`src/rtl/simple_bfxp_pkg.sv`:
```
// Shared constants and length-clamp helper for the bit-field extract-and-place unit.
package simple_bfxp_pkg;

    localparam int XLEN = 32;
    localparam int SHW  = 5;

    // Shortens len so the field fits inside both the source and the destination word.
    // Sums are one bit wider than the index fields so start+len never wraps.
    function automatic logic [SHW-1:0] clamp_len(
        input logic [SHW-1:0] start,
        input logic [SHW-1:0] len,
        input logic [SHW-1:0] dest
    );
        logic [SHW:0] l;
        l = {1'b0, len};
        if (({1'b0, start} + l) > (SHW+1)'(XLEN)) begin
            l = (SHW+1)'(XLEN) - {1'b0, start};
        end
        if (({1'b0, dest} + l) > (SHW+1)'(XLEN)) begin
            l = (SHW+1)'(XLEN) - {1'b0, dest};
        end
        return l[SHW-1:0];
    endfunction

endpackage

```
`src/rtl/simple_bfxp_mask_gen.sv`:
```
// Clamped field length and the unshifted low-order field mask.
// Purely combinational; no flow control.
// Backpressure: none, output follows inputs.
module simple_bfxp_mask_gen
    import simple_bfxp_pkg::*;
(
    input  logic [SHW-1:0]  start,
    input  logic [SHW-1:0]  len,
    input  logic [SHW-1:0]  dest,
    output logic [SHW-1:0]  len_clamped,
    output logic [XLEN-1:0] mask
);

    assign len_clamped = clamp_len(start, len, dest);
    // A zero length naturally yields an all-zero mask.
    assign mask        = (XLEN'(1) << len_clamped) - XLEN'(1);

endmodule

```
`src/rtl/simple_bfxp.sv`:
```
// Bit-field extract-and-place: copies rs1[start +: L] into rs2 at dest, L clamped to fit.
// Latency 1 cycle, fully pipelined, one operation per clock.
// Backpressure: none; every rising edge samples all inputs.
module simple_bfxp
    import simple_bfxp_pkg::*;
(
    input  logic            clock,
    input  logic            reset,
    input  logic [XLEN-1:0] rs1,
    input  logic [XLEN-1:0] rs2,
    input  logic [SHW-1:0]  start,
    input  logic [SHW-1:0]  len,
    input  logic [SHW-1:0]  dest,
    output logic [XLEN-1:0] rd
);

    logic [SHW-1:0]  len_clamped;
    logic [XLEN-1:0] mask;
    logic [SHW:0]    trim;
    logic [XLEN-1:0] src_shifted;
    logic [XLEN-1:0] field;
    logic [XLEN-1:0] rd_next;

    simple_bfxp_mask_gen u_mask_gen (
        .start       (start),
        .len         (len),
        .dest        (dest),
        .len_clamped (len_clamped),
        .mask        (mask)
    );

    // Field is isolated by shifting the unwanted high bits out and back; a trim of
    // XLEN (L = 0) clears the word entirely.
    assign trim        = (SHW+1)'(XLEN) - {1'b0, len_clamped};
    assign src_shifted = (rs1 >> start) << trim;
    assign field       = src_shifted >> trim;
    assign rd_next     = (rs2 & ~(mask << dest)) | (field << dest);

    always_ff @(posedge clock or posedge reset) begin
        if (reset) begin
            rd <= '0;
        end else begin
            rd <= rd_next;
        end
    end

endmodule

```
`config.mk`:
```
export PLATFORM = sky130hd
export DESIGN_NAME = simple_bfxp
export DESIGN_NICKNAME = d
export VERILOG_FILES = /design/src/rtl/simple_bfxp_pkg.sv /design/src/rtl/simple_bfxp_mask_gen.sv /design/src/rtl/simple_bfxp.sv
export SDC_FILE = /design/constraint.sdc
export NUM_CORES = 1
export LEC_CHECK = 0
export ABC_AREA = 0
export ABC_CLOCK_PERIOD_IN_PS = 1350
export BUFFER_PORTS_ARGS = -buffer_cell sky130_fd_sc_hd__clkbuf_2
export CAP_MARGIN = 0
export CORE_MARGIN = 1.5
export CORE_UTILIZATION = 63
export CTS_CLUSTER_SIZE = 40
export DETAILED_ROUTE_END_ITERATION = 16
export PLACE_DENSITY_LB_ADDON = 0.2
export SLEW_MARGIN = 30
export SYNTH_ARGS = -nofsm -noshare
export SYNTH_HDL_FRONTEND = slang
export SYNTH_SLANG_ARGS = --single-unit
export TNS_END_PERCENT = 100
```
`constraint.sdc`:
```
create_clock -name clock -period 1.35 [get_ports clock]
set_input_delay 0.3375 -clock clock [delete_from_list [all_inputs] [get_ports clock]]
set_output_delay 0.3375 -clock clock [all_outputs]
set_load 0.02 [all_outputs]
```
==> results.tsv, run 1 <==
metric	value	unit
status	did not finish	
stop_stage	clock tree synthesis	
stop_error	[ERROR DPL-0033] detailed placement checks failed during check placement.	
root_buffer	clkbuf_16	
avgSynthCellArea	7.18	um2
ctsResizeCount	158	
start_util	0.649	
post_cts.repair.setup_buffers	39	
numPortBuffers	112	
cts_sinks	32	
synthTopCellsByCount	225 x nor2_1, 182 x nand2_1, 136 x mux2i_1	
synth_edf_count	0	
synth_cells	1778	
synth_area_leaders	mux2i_1 11%, mux4_2 10%, nor2_1 6.6%	
die_y	145	um
yosysTopAreaCell	mux2i_1	
io_pins	113	
die_width	145	um
synth_top_area_frac	0.107	
pre_cts_slack	-8.05	ns
gp_congestion	1.25	
ys_seq_area_frac	0.0627	
yosys_most_used_dff	dfrtp_1	
clk_path_buf_depth	2	
rows	51	
synthArstFlopShare	1.00	
yosys_warnings	0	
htree_num_levels	2	
yosys_register_bits	32	
synth.distinct_cells	90	
synth_most_common_cell	nor2_1	
netlist_area	0.0128	mm2
holdBufCountCts	0	
postPlaceCellArea	0.0179	mm2
syn_nets	1880	
cts_buffers	5	
dp.final_hpwl	57.5	mm
==> cells by family after synthesis <==
logic type,after synthesis,synth area share
buffers and inverters,192,0.0611
AND/OR/NAND/NOR,623,0.219
flip-flops,32,0.0627
adder cells (fa/ha/maj),21,0.0218
AO/OA/AOI/OAI,631,0.355
XOR/XNOR,25,0.0186
multiplexers,254,0.262
==> stage by stage <==
step / util / hold WS, ns / TNS, ns / instances
3_5_place_dp: 0.913 / 0.420 / -250.44 / 2615
3_3_place_gp: 0.913 / 0.413 / -223.02 / 2615
2_1_floorplan: - / 0.454 / -230.34 / 1778
==> run 2, diff against run 1 <==
Settings changed: CORE_UTILIZATION 63 to 40, CTS_CLUSTER_SIZE 40 to default, PLACE_DENSITY_LB_ADDON 0.2 to 0.15.
==> run 2 against run 1 <==
Net effect:
- the flow now finishes, with violations (negative setup slack)
- synthesized cell count unchanged
- area after synthesis stayed put
==> results.tsv, run 2 <==
metric	value	unit	change
status	finished, violations left		
failed_checks	negative setup slack		
cts.clk_slew.worst_paths	0.06	ns	
clk_path_buf_depth	2		unchanged
power.density	2530	mW/mm2	
cts_tree	built		
grt_max_degree	71		
antenna_found_initial	0		
drc_errors	0		
cp_common_cell	buf_6		
p_int	25.1	mW	
area_delta_synth_final	59.8	%	
initialDrtViolationCount	2115		
io_pins	113		unchanged
fin_crit_sh	6.07		
synth_cells	1778		unchanged
synth_edf_count	0		unchanged
pre_cts_slack	-7.47	ns	+0.577 ns
yosys_warnings	0		unchanged
num_vias	18600		
finalWirelength	69.0	mm	
root_buffer	clkbuf_16		
crit_start	start[0]		
synth_xor_area_frac	0.0186		unchanged
drv_cap	0		
drive_gt1_frac	0.485		
ff_latch_area	801	um2	
yosys_register_bits	32		unchanged
reg.largest.list	rd: 32 flops		
worstHoldPathType	input port to asynchronous set/reset pin		
htree_num_levels	2		unchanged
viasPerCell	6.54		
drtAntennaViolNets	0		
p_comb_frac	0.946		
num_antenna_cells	0		
leakagePower	8.90	nW	
drv_slew	0		
numPortBuffers	112		unchanged
crit_path_max_incr_delay	0.56	ns	
relSlewSlack	0.426		
netlist_area	0.0128	mm2	unchanged
dp.final_hpwl	53.8	mm	-6.4%
synthArstFlopShare	1.00		unchanged
final_cell_mix	652 x buf_4, 213 x nor2_1, 170 x nand2_1		
cts_buffers	5		unchanged
synthAdderAreaFrac	0.0218		unchanged
rows	65		+27%
multi_input_area	0.0128	mm2	
fin_util	0.648		
slowest_stage	mux4_2		
final_common_cell	buf_4		
synthTopCellsByCount	225 x nor2_1, 182 x nand2_1, 136 x mux2i_1		
p_sw	26.6	mW	
peakVddDrop	2140	uV	
synth_most_common_cell	nor2_1		
nets	2539		
synth_top_area_frac	0.107		unchanged
die_width	182	um	+25%
yosys_most_used_dff	dfrtp_1		
synth_top_family_by_area	compound AO/OA/AOI/OAI gates		
worstMarginPinSlew	0.860	ns	
cp-end-kind	flop		
rsz0062_at_grt	true		
hold_viol	0		
startpoint_type	input port		
core_area	0.0315	mm2	
largest_reg_flops	32		
synth-simple-area-share	0.219		unchanged
gp_congestion	1.05		-16%
crit_type	input port to flop		
die-area	0.0330	mm2	
grt_overflow_total	0		
finalNonFillerCells	2840		
synth.distinct_cells	90		unchanged
synth_mux_area_frac	0.262		unchanged
max_freq	122	MHz	
grt_use_total	0.403		
critPathMaxFanout	7		
grt_pass1_vias	17900		
ys_seq_area_frac	0.0627		unchanged
clockPowerShare	0.027		
layout_setup_ws	-6.84	ns	
crit_arrival	8.32	ns	
cts_sinks	32		unchanged
pwr-share-seq	0.027		
syn_nets	1880		unchanged
wl_per_cell	24.3	um	
post-route-min-period	8.19	ns	
required	1.48	ns	
grt_pass1_wl	105	mm	
netSwitchingFraction	0.515		
nFillCells	2842		
avgSynthCellArea	7.18	um2	unchanged
start_util	0.406		-0.244
top_register	rd		
drtPass1Iterations	7		
finalSetupViolations	32		
yosysTopAreaCell	mux2i_1		
die_y	182	um	+25%
synth_compound_area_frac	0.355		unchanged
dpl.cell_count	2784		+6.5%
synth_area_leaders	mux2i_1 11%, mux4_2 10%, nor2_1 6.6%		
## run 2: power groups by stage
| stage | clock network (mW) | logic, mW | registers [mW] |
|---|---|---|---|
| 6_report | 1.41 | 48.9 | 1.41 |
| 3_5_place_dp | 0 | 40.5 | 1.42 |
| 3_3_place_gp | 0 | 40.4 | 1.41 |
| 2_1_floorplan | 0 | 19.9 | 1.84 |
| 5_1_grt | 1.44 | 50.7 | 1.43 |
| 4_1_cts | 1.40 | 45.3 | 1.40 |
## run 2: kinds of logic (layout without fill, tap and decap cells)
logic type,Yosys count,count (layout)
adder cells (fa/ha/maj),21,21
AO/OA/AOI/OAI,631,631
buffers and inverters,192,852
multiplexers,254,254
AND/OR/NAND/NOR,623,623
flip-flops,32,32
XOR/XNOR,25,25
## run 2: final cells by class
class / instances / share of cell area
tap: 402 / 0.0247
timing repair inverter: 1 / 0.000429
inverter: 43 / 0.00889
clock buffer: 7 / 0.00748
clock inverter: 1 / 0.00147
multi-input combinational: 1554 / 0.625
timing repair buffer: 800 / 0.293
sequential: 32 / 0.0393
## run 2: layer usage
metal / track usage / wire length [um] / share of wire
met1: 0.523 / 27800 / 0.40
met2: 0.670 / 31500 / 0.46
met3: 0.0457 / 5970 / 0.087
met4: 0.190 / 3780 / 0.055
met5: 0 / 0 / 0
## run 2: worst max-delay path, delay by kind of cell
| family | cells | cell delay, ns |
|---|---|---|
| adders and majority gates | 4 | 1.34 |
| and+or+nand+nor | 8 | 1.73 |
| AOI/OAI and AO/OA | 9 | 2.19 |
| buffers and inverters | 9 | 0.91 |
| muxes | 5 | 1.61 |
| xor gates and xnor gates | 1 | 0.20 |
## run 2: metrics by stage
step,hold slack [ns],instance area [um2],TNS (ns),total power [mW]
2_1_floorplan,0.454,13100,-230.34,21.7
3_3_place_gp,0.418,18400,-231.61,41.8
3_5_place_dp,0.438,18400,-233.76,42.0
4_1_cts,0.143,19900,-207.50,48.1
5_1_grt,0.186,20400,-220.78,53.6
6_report,0.127,20400,-213.38,51.7
## run 2: final timing paths
kind	endpoint	slack [ns]	cells after the start
max in group asynchronous	rd[4]	0.91	3
min in group clock	rd[6]	0.27	3
setup / recovery	rd[23]	-6.84	36
hold / removal	rd[13]	0.13	3
## run 2: repair_timing
action                                  in CTS  in global routing
buffers inserted                            33                 23
endpoints found under the setup margin      32                 32
resized for setup                          225                 93
hold endpoints to repair                     0                  0
pin swaps                                   52                 63
hold buffers                                 0                  0
gates cloned                                 1                  0
Power figures use the tool's default switching activity.
